**src/rtl/ray_coord_pkg.sv**
```systemverilog
// ray_coord_pkg: shared Q8.24 constants and FSM state type for the ray coordinate generator.
package ray_coord_pkg;
  localparam int FRAC_BITS = 24;
  localparam logic [31:0] DEF_STEP = 32'h0020_0000;
  localparam logic [31:0] DEF_CENTER_X = 32'h2800_0000;
  localparam logic [31:0] DEF_CENTER_Y = 32'h1E00_0000;
  typedef enum logic {IDLE, RUN} state_t;
endpackage

```
**src/rtl/coord_axis_counter.sv**
```systemverilog
// coord_axis_counter: wrapping index with a Q8.24 accumulator and a centred offset, all advanced together.
module coord_axis_counter
  import ray_coord_pkg::*;
#(
  parameter int N = 640,
  parameter logic [31:0] STEP = DEF_STEP,
  parameter logic [31:0] CENTER = DEF_CENTER_X,
  parameter bit FLIP = 1'b0
) (
  input  logic clk,
  input  logic rst,
  input  logic inc,
  output logic [$clog2(N)-1:0] cnt,
  output logic [31:0] acc,
  output logic [31:0] rel,
  output logic wrap
);
  logic [31:0] acc_nx;
  assign wrap = cnt == ($clog2(N))'(N - 1);
  assign acc_nx = wrap ? '0 : acc + STEP;
  // FLIP selects CENTER - acc (screen y grows down, v grows up) instead of acc - CENTER
  always_ff @(posedge clk or posedge rst) begin
    if (rst) begin
      cnt <= '0;
      acc <= '0;
      rel <= FLIP ? CENTER : 32'd0 - CENTER;
    end else if (inc) begin
      cnt <= wrap ? '0 : cnt + 1'b1;
      acc <= acc_nx;
      rel <= FLIP ? CENTER - acc_nx : acc_nx - CENTER;
    end
  end
endmodule

```
**src/rtl/ray_coord_gen.sv**
```systemverilog
// ray_coord_gen: raster-order pixel coordinate source with valid/ready output and frame-level enable gating.
module ray_coord_gen
  import ray_coord_pkg::*;
#(
  parameter int H_RES = 640,
  parameter int V_RES = 480,
  parameter logic [31:0] STEP = DEF_STEP,
  parameter logic [31:0] CENTER_X = DEF_CENTER_X,
  parameter logic [31:0] CENTER_Y = DEF_CENTER_Y
) (
  input  logic clk,
  input  logic rst,
  input  logic enable,
  input  logic out_ready,
  output logic out_valid,
  output logic [31:0] out_x,
  output logic [31:0] out_y,
  output logic [31:0] out_u,
  output logic [31:0] out_v,
  output logic out_sof,
  output logic out_eol,
  output logic frame_done,
  output logic busy
);
  state_t state, state_nx;
  logic hs, col_wrap, row_wrap, last;
  logic [$clog2(H_RES)-1:0] col;
  logic [$clog2(V_RES)-1:0] row;
  assign hs = out_valid & out_ready;
  assign last = col_wrap & row_wrap;
  coord_axis_counter #(.N(H_RES), .STEP(STEP), .CENTER(CENTER_X), .FLIP(1'b0)) u_col (
    .clk(clk), .rst(rst), .inc(hs), .cnt(col), .acc(out_x), .rel(out_u), .wrap(col_wrap)
  );
  coord_axis_counter #(.N(V_RES), .STEP(STEP), .CENTER(CENTER_Y), .FLIP(1'b1)) u_row (
    .clk(clk), .rst(rst), .inc(hs & col_wrap), .cnt(row), .acc(out_y), .rel(out_v), .wrap(row_wrap)
  );
  always_ff @(posedge clk or posedge rst) begin
    if (rst) begin
      state <= IDLE;
      frame_done <= 1'b0;
    end else begin
      state <= state_nx;
      frame_done <= hs & last;
    end
  end
  // counters already sit at (0,0) after the last pixel, so restarting only needs the state change
  always_comb begin
    state_nx = state;
    state_nx = (state == IDLE) ? (enable ? RUN : IDLE) : ((hs && last && !enable) ? IDLE : RUN);
  end
  assign out_valid = state == RUN;
  assign busy = state == RUN;
  assign out_sof = out_valid && col == '0 && row == '0;
  assign out_eol = out_valid && col_wrap;
endmodule

```
**config.mk**
```make
export PLATFORM = sky130hd
export DESIGN_NAME = ray_coord_gen
export DESIGN_NICKNAME = d
export VERILOG_FILES = /design/src/rtl/ray_coord_pkg.sv /design/src/rtl/coord_axis_counter.sv /design/src/rtl/ray_coord_gen.sv
export SDC_FILE = /design/constraint.sdc
export NUM_CORES = 1
export LEC_CHECK = 0
export BUFFER_PORTS_ARGS = -buffer_cell sky130_fd_sc_hd__buf_2
export CORE_ASPECT_RATIO = 1.75
export CORE_UTILIZATION = 30
export DETAILED_ROUTE_END_ITERATION = 10
export GPL_TIMING_DRIVEN = 0
export PLACE_DENSITY_LB_ADDON = 0.05
export SLEW_MARGIN = 25
export SYNTH_ARGS = -nofsm -noshare
export SYNTH_HDL_FRONTEND = slang
export SYNTH_SLANG_ARGS = --single-unit
```
**constraint.sdc**
```tcl
create_clock -name clk -period 3 [get_ports clk]
set_input_delay 0 -clock clk [delete_from_list [all_inputs] [get_ports clk]]
set_output_delay 0 -clock clk [all_outputs]
set_load 0.02 [all_outputs]
```
==> results of run 1 <==
## per-stage QoR
step | cells | instance area, um2 | TNS [ns] | setup WS, ns
floorplan | 658 | 5690 | 0 | 0.0487
global placement | 986 | 6450 | -107.53 | -1.08
detailed placement | 987 | 6490 | -9.10 | -1.00
CTS | 1012 | 6880 | 0 | 0.00672
global route | 1013 | 6900 | 0 | 0.0118
finish | 1013 | 6900 | 0 | 0.110
## critical path: cells and delay by family (launching register included)
kind / cells / cell delay, ns
flip-flops: 1 / 0.40
AO/OA/AOI/OAI: 2 / 0.46
XOR/XNOR: 1 / 0.17
adder cells (fa/ha/maj): 2 / 0.34
buffers and inverters: 3 / 0.55
AND/OR/NAND/NOR: 4 / 0.61
multiplexers: 1 / 0.26
## state kept, by name, indices dropped and copies added, names as in the netlist
register / flops
u_col.acc: 5
u_row.rel: 32
u_col.cnt: 10
frame_done: 1
u_row.acc: 31
busy: 1
u_row.cnt: 9
u_col.rel: 11
## cells in the mapped netlist (all sizes together) (2+ instances only)
cell type | instances | area (um2)
nand4 | 10 | 62.6
o211ai | 4 | 30.0
nor3 | 18 | 90.1
nand2b | 5 | 31.3
or2 | 4 | 25.0
o41ai | 2 | 25.0
xnor2 | 24 | 210
or3 | 7 | 43.8
a21o | 4 | 30.0
nand2 | 109 | 412
dfrtp | 92 | 2300
a41o | 3 | 30.0
o31ai | 5 | 37.5
nand3 | 18 | 103
xor2 | 18 | 158
o22ai | 2 | 12.5
inv | 12 | 45.0
o21a | 4 | 30.0
nand4b | 2 | 23.8
and3 | 4 | 25.0
mux2 | 2 | 22.5
clkbuf | 20 | 75.1
or4 | 4 | 33.8
nor4 | 16 | 128
and2 | 25 | 156
ha | 8 | 100
nor2 | 39 | 146
o21ai | 63 | 315
dfstp | 8 | 210
a21oi | 14 | 70.1
buf | 54 | 397
nor4b | 2 | 17.5
## cells by family (layout without fill, tap and decap cells)
| logic type | after synthesis | in the layout |
|---|---|---|
| and+or+nand+nor | 267 | 267 |
| AOI/OAI and AO/OA | 110 | 110 |
| DFF | 100 | 100 |
| buffers and inverters | 86 | 207 |
| xor gates and xnor gates | 42 | 42 |
| adders and majority gates | 8 | 8 |
| muxes | 3 | 3 |
| other | 1 | 42 |
## timing repair
item                       CTS  global route
gates resized for setup     12             4
buffers inserted             7             1
hold endpoints to repair    40             0
pin swaps                    1             1
hold buffers                 2             0
setup endpoints to repair   15             4
## report_power, final
group	switching, mW	internal (mW)
Clock	0.528	0.569
Sequential	0.104	1.43
Combinational	0.307	0.209
## cell type report
cell class	count	area, um2	area share [%]
buffer	74	483	7.00
multi-input combinational	472	2710	39.3
clock buffer	11	233	3.38
sequential	100	2510	36.5
timing repair buffer	105	578	8.38
inverter	12	50.0	0.726
tap	234	293	4.25
clock inverter	5	37.5	0.544
## routing by layer
| metal | routed length, um | GRT usage (%) | share of wire (%) | up-vias |
|---|---|---|---|---|
| met2 | 8950 | 34.1 | 56 | 104 |
| li1 | - | - | - | 2331 |
| met1 | 6130 | 18.4 | 39 | 2313 |
| met5 | 0 | 0 | 0 | - |
| met3 | 524 | 2.66 | 3.3 | 14 |
| met4 | 289 | 5.46 | 1.8 | 0 |
## how the worst max path moves through the flow
| stage | to |
|---|---|
| 6_report | u_row.rel[30] |
| 4_1_cts | u_row.rel[30] |
| 2_1_floorplan | u_row.rel[30] |
| 5_1_grt | u_row.rel[30] |
| 3_3_place_gp | u_row.rel[13] |
| 3_5_place_dp | u_row.rel[30] |
==> out/qor.csv, run 1 <==
metric,value,unit
Remaining DRCs,0,
WP data required,3.24,ns
"commonest non-fill, non-tap cell in the layout",nand2_1,
pwr dens,456,nW/um2
Post-synth EDFFs,0,
die area,19000,um2
Synth Warn #,0,
final hold vios,0,
Initial Utilization,30.7,%
core area,18100,um2
max frequency,346,MHz
Area Overhead vs Synth,24.5,%
Iteration-0 DRC Markers,151,
clk root buf,clkbuf_16,
die extent in x,105,um
Clock Skew,0.00697,ns
peak supply drop,0.000327,V
CP Launch Type,flop,
GR Util All Layers,17.3,%
adder-cell share of the synthesized area,1.81,%
number of global-route vias before repair,4717,
# clock sinks,100,
fin crit period,2.89,ns
Routed WL,15900,um
crit path max-delay cell type,dfrtp_1,
CTS buffer count,9,
Fill cells,1951,
critical path capture point type,flop,
reg-to-reg endpoint,u_row.rel[30],
RSZ-0062 raised after global routing,false,
max-cap violations,0,
main combinational cell family by area after synthesis,simple AND/OR/NAND/NOR gates,
die height,182,um
Least-Margin Pin Slew,0.804,ns
WL/cell,15.7,um
Critical Path AT,3.13,ns
largest net degree at the start of global routing,62,
num ports,137,
share of cells above drive strength 1,25.7,%
FP Rows,65,
total grt overflow,0,
simple logic cell fraction of the synthesized area,24.0,%
post-synthesis mux area share,0.587,%
"Reg clk slew, reported paths",0.07,ns
Final Max Tran Viols,0,
most frequent cells in the layout,"nand2_1, buf_2, dfrtp_1",
library cells used by synthesis,59,
r2r setup slk,0.11,ns
Critical R2R Launch,u_row.cnt[0],
ANT nets after route,0,
Min Hold Slack,0.215,ns
post-synthesis sequential area ratio,45.4,%
Worst Setup SP,u_row.cnt[0],
outcome,"complete, no violations",
crit path max fanout,10,
"FF+latch count, synth",100,
Syn Area/Cell,8.98,um2
antenna diode count,0,
Tightest Hold Check Type,in -> async,
Power Total,3.14,mW
clk buf depth,2,
Via density,4.70,
First-pass DRT Iterations,4,
Final GP Congestion,0.818,
CTS tree,built,
first-pass GRT wire length,25500,um
IO buf count,94,
mapped cell area,5540,um2
worst-case reg-to-reg path depth,13,
Mapped Cells,617,
Worst slew margin,46.0,%
worst path cell trace,ha_4 > and4_4 > nand3_4 > clkbuf_8 > buf_4 > nand2_2 > ha_4 > nand4_1 > a2111oi_4 > buf_4 > o41ai_2 > xnor2_1 > mux2_2,
XOR/XNOR Fraction of Synth Area,6.64,%
Async SR Flop Fraction,100,%
Final Setup Violations,0,
Nets,786,
DR vias,4762,
"slowest stage delay, CP",0.40,ns
htree depth,3,
ys flop type,dfrtp_1,
"Core Util, Final",38.2,%
critical path class,reg -> reg,
worst skew pair latency,0.35,ns
P_leak,3.41,nW
initial antenna violation count,0,
post-synthesis compound-gate area fraction,12.2,%
period utilization,96.3,%
Detailed Place HPWL,12100,um
Power figures use the tool's default switching activity.
==> inputs of run 2 (changes only) <==
--- a/config.mk
+++ b/config.mk
@@ -5,12 +5,15 @@
 export SDC_FILE = /design/constraint.sdc
 export NUM_CORES = 1
 export LEC_CHECK = 0
+export ABC_AREA = 1
 export BUFFER_PORTS_ARGS = -buffer_cell sky130_fd_sc_hd__buf_2
 export CORE_ASPECT_RATIO = 1.75
+export CORE_MARGIN = 2
 export CORE_UTILIZATION = 30
 export DETAILED_ROUTE_END_ITERATION = 10
 export GPL_TIMING_DRIVEN = 0
 export PLACE_DENSITY_LB_ADDON = 0.05
+export SKIP_CTS_REPAIR_TIMING = 1
 export SLEW_MARGIN = 25
 export SYNTH_ARGS = -nofsm -noshare
 export SYNTH_HDL_FRONTEND = slang
==> run 2 against run 1 <==
Via count is 11% higher. Largest cell class unchanged. Final area is 3.4% higher. Critical endpoint is now u_row.rel[28]. Clock power is 6% higher. Wire length is 15% higher. Power is 11% higher. Cell count is 14% higher. Die area is 8.8% higher. Clock skew is 0.0079 ns higher. Count of clock-buffer cells in the layout is 2 lower. Highest routed layer unchanged. Critical path type unchanged. Maximum frequency is 5.0% higher. Register-to-register slack better by 0.14 ns. Worst setup slack better by 0.14 ns.
==> out/qor.csv, run 2 <==
metric,value,unit,change
clk root buf,clkbuf_16,,unchanged
Least-Margin Pin Slew,0.740,ns,was 0.804 ns
"top cells by area, synth","dfrtp_1, nand2_1, buf_4",,unchanged
simple logic cell fraction of the synthesized area,28.7,%,was 24.0%
Net Switching,1.16,mW,was 939 uW
top flop regs,"u_row.rel: 32 flops, u_row.acc: 31 flops, u_col.rel: 11 flops",,unchanged
Syn Area/Cell,7.66,um2,was 8.98 um2
worst-case reg-to-reg path depth,17,,was 13
critical path class,reg -> reg,,unchanged
antenna diode count,0,,unchanged
ys flop type,dfrtp_1,,unchanged
final setup margin,0.248,ns,was 0.110 ns
post-synthesis mux area share,0,%,was 0.587%
Critical Path AT,3.04,ns,was 3.13 ns
mapped cell area,5860,um2,was 5540 um2
Synth area leader,dfrtp_1,,unchanged
post-synthesis compound-gate area fraction,9.78,%,was 12.2%
Detailed Place HPWL,14400,um,was 12100 um
Finished Layout Cells,1159,,was 1013
Min Hold Slack,0.157,ns,was 0.215 ns
WL met3,660,um,was 524 um
"FF+latch count, synth",100,,unchanged
Post-Place Worst Slack,-0.117,ns,was -1.00 ns
combinational power share,20.4,%,was 16.4%
Mapped Cells,765,,was 617
cell mode on critical path,nand2_1,,
FP Rows,67,,was 65
die height,189,um,was 182 um
crit path max-delay cell type,dfrtp_1,,unchanged
critical path capture point type,flop,,unchanged
fin crit period,2.75,ns,was 2.89 ns
die area,20700,um2,was 19000 um2
CTS tree,built,,unchanged
library cells used by synthesis,46,,was 59
top-count cell post-synth,nand2_1,,unchanged
most frequent cells in the layout,"nand2_1, buf_2, dfrtp_1",,unchanged
post-synthesis sequential area ratio,42.9,%,was 45.4%
clk buf depth,2,,unchanged
"commonest non-fill, non-tap cell in the layout",nand2_1,,unchanged
WP data required,3.29,ns,was 3.24 ns
GR Util All Layers,18.7,%,was 17.3%
reg-to-reg endpoint,u_row.rel[28],,was u_row.rel[30]
Post-synth EDFFs,0,,unchanged
number of global-route vias before repair,5170,,was 4717
Async SR Flop Fraction,100,%,unchanged
Final Max Tran Viols,0,,unchanged
Buf/Inv on CP,3,,unchanged
Remaining DRCs,0,,unchanged
Tightest Hold Check Type,in -> reg,,was in -> async
Met1 Routed Length,7250,um,was 6130 um
Iteration-0 DRC Markers,279,,was 151
final hold vios,0,,unchanged
"Reg clk slew, reported paths",0.08,ns,was 0.07 ns
Worst Hold Launch,out_ready,,
# placed instances,1142,,was 987
Post-synth top cells,"nand2_1, dfrtp_1, inv_1, nor2_1, nand3_1",,"was nand2_1, dfrtp_1, buf_4, o21ai_0, nor2_1"
met2 wire len,9610,um,was 8950 um
Initial Utilization,30.5,%,was 30.7%
ANT nets after route,0,,unchanged
Final GP Congestion,0.829,,was 0.818
area share of the largest cell type after synthesis,39.3,%,was 41.6%
WL/cell,15.8,um,was 15.7 um
largest net degree at the start of global routing,66,,was 62
# clock sinks,100,,unchanged
Via density,4.57,,was 4.70
Final Setup Violations,0,,unchanged
outcome,"complete, no violations",,unchanged
Clk pwr share,33.6,%,was 34.9%
share of cells above drive strength 1,23.7,%,was 25.7%
Top Layer Used,met4,,unchanged
Hold Path End,u_row.cnt[4],,
max frequency,363,MHz,was 346 MHz
r2r setup slk,0.25,ns,was 0.11 ns
Flop pwr share,46.0,%,was 48.7%
pwr dens,488,nW/um2,was 456 nW/um2
Fill cells,2093,,was 1951
core area,19200,um2,was 18100 um2
"delay-heaviest family, CP",simple AND/OR/NAND/NOR gates,,unchanged
Pint,2.31,mW,was 2.20 mW
worst path cell trace,ha_1 > nand2_1 > nor2_2 > nand2_4 > buf_2 > buf_6 > nand2_1 > ha_1 > inv_1 > a21oi_2 > nand3_1 > nor2_4 > nand3b_1 > nand2_1 > nand2_1 > nand2_1 > nand2_1,,was ha_4 > and4_4 > nand3_4 > clkbuf_8 > buf_4 > nand2_2 > ha_4 > nand4_1 > a2111oi_4 > buf_4 > o41ai_2 > xnor2_1 > mux2_2
"Core Util, Final",37.1,%,was 38.2%
adder-cell share of the synthesized area,1.71,%,was 1.81%
"slowest stage delay, CP",0.37,ns,was 0.40 ns
period utilization,91.7,%,was 96.3%
Clock Skew,0.0149,ns,was 0.00697 ns
main combinational cell family by area after synthesis,simple AND/OR/NAND/NOR gates,,unchanged
DR vias,5294,,was 4762
first-pass GRT wire length,28800,um,was 25500 um
max-cap violations,0,,unchanged
worst hold path cell count,5,,
Largest Register,u_row.rel,,unchanged
htree depth,3,,unchanged
P_leak,3.75,nW,was 3.41 nW
CP Launch Type,flop,,unchanged
peak supply drop,0.000367,V,was 0.000327 V
Nets,925,,was 786
crit path max fanout,19,,was 10
num ports,137,,unchanged
Synth Warn #,0,,unchanged
total grt overflow,0,,unchanged
First-pass DRT Iterations,4,,unchanged
Critical R2R Launch,u_row.cnt[1],,was u_row.cnt[0]
IO buf count,94,,unchanged
die extent in x,110,um,was 105 um
Routed WL,18300,um,was 15900 um
CTS buffer count,9,,unchanged
worst skew pair latency,0.37,ns,was 0.35 ns
switch share,33.4,%,was 29.9%
initial antenna violation count,0,,unchanged
XOR/XNOR Fraction of Synth Area,2.84,%,was 6.64%
Worst slew margin,50.7,%,was 46.0%
Area Overhead vs Synth,21.7,%,was 24.5%
max reg flops,32,,unchanged
[run 2: changes by cell type after synthesis, moves of 13 or more]
cell and change:
nor2_1 +42, and2_1 -25, inv_1 +74, nand3_1 +39, nor2_2 +13, o21ai_0 -13, nand2_1 +74, xnor2_1 -19
[run 2: cells by family after synthesis]
family | after synthesis
flops | 100
simple gates | 380
fa+ha+maj | 8
xor+xnor | 19
other cells | 1
buf+inv | 160
compound gates | 97
[run 2: how the worst max path moves through the flow]
stage	cells past startpoint	startpoint	end	slack (ns)
6_report	17	u_row.cnt[1]	u_row.rel[28]	0.25
5_1_grt	17	u_row.cnt[1]	u_row.rel[28]	-0.004
4_1_cts	18	u_row.cnt[1]	u_row.rel[28]	-0.15
3_5_place_dp	18	u_row.cnt[1]	u_row.rel[26]	-0.12
3_3_place_gp	2	rst	u_row.rel[19]	-1.23
2_1_floorplan	1	rst	busy	0.39
[run 2: metrics by stage]
step                      setup TNS [ns]  power [mW]  instance area (um2)
after global placement           -112.94        2.33                 6790
after global routing            -0.00432        3.67                 7130
after CTS                         -0.476        3.53                 7100
after floorplan                        0        2.13                 6010
final                                  0        3.48                 7130
after detailed placement          -0.359        2.34                 6820
[run 2: layout make-up]
class                   count  area (um2)  area share (%)
plain buffers              69         484            6.79
clock buffers               9         225            3.16
clock inverters             7        60.1           0.842
inverters                  90         343            4.81
multi-input cells         546        2690            37.7
flip-flops and latches    100        2510            35.2
well taps                 241         302            4.23
repair buffers             97         518            7.27
[run 2: power by group through the flow]
| stage | sequential (mW) | clock (mW) | combinational (mW) |
|---|---|---|---|
| finish | 1.60 | 1.17 | 0.708 |
| global placement | 1.63 | 0 | 0.705 |
| CTS | 1.60 | 1.22 | 0.714 |
| detailed placement | 1.62 | 0 | 0.712 |
| global route | 1.62 | 1.25 | 0.799 |
| floorplan | 1.67 | 0 | 0.460 |
[run 2: metal layers]
metal | GRT usage, % | vias to the layer above
met4 | 9.74 | 0
li1 | - | 2675
met3 | 2.38 | 37
met5 | 0 | -
met1 | 21.0 | 2442
met2 | 33.5 | 140
[run 2: worst register-to-register path, delay by kind of cell (launching register included)]
family,cells,cell delay [ns]
AOI/OAI and AO/OA,1,0.12
adders and majority gates,2,0.35
buffers and inverters,3,0.54
DFF,1,0.37
and+or+nand+nor,11,1.29
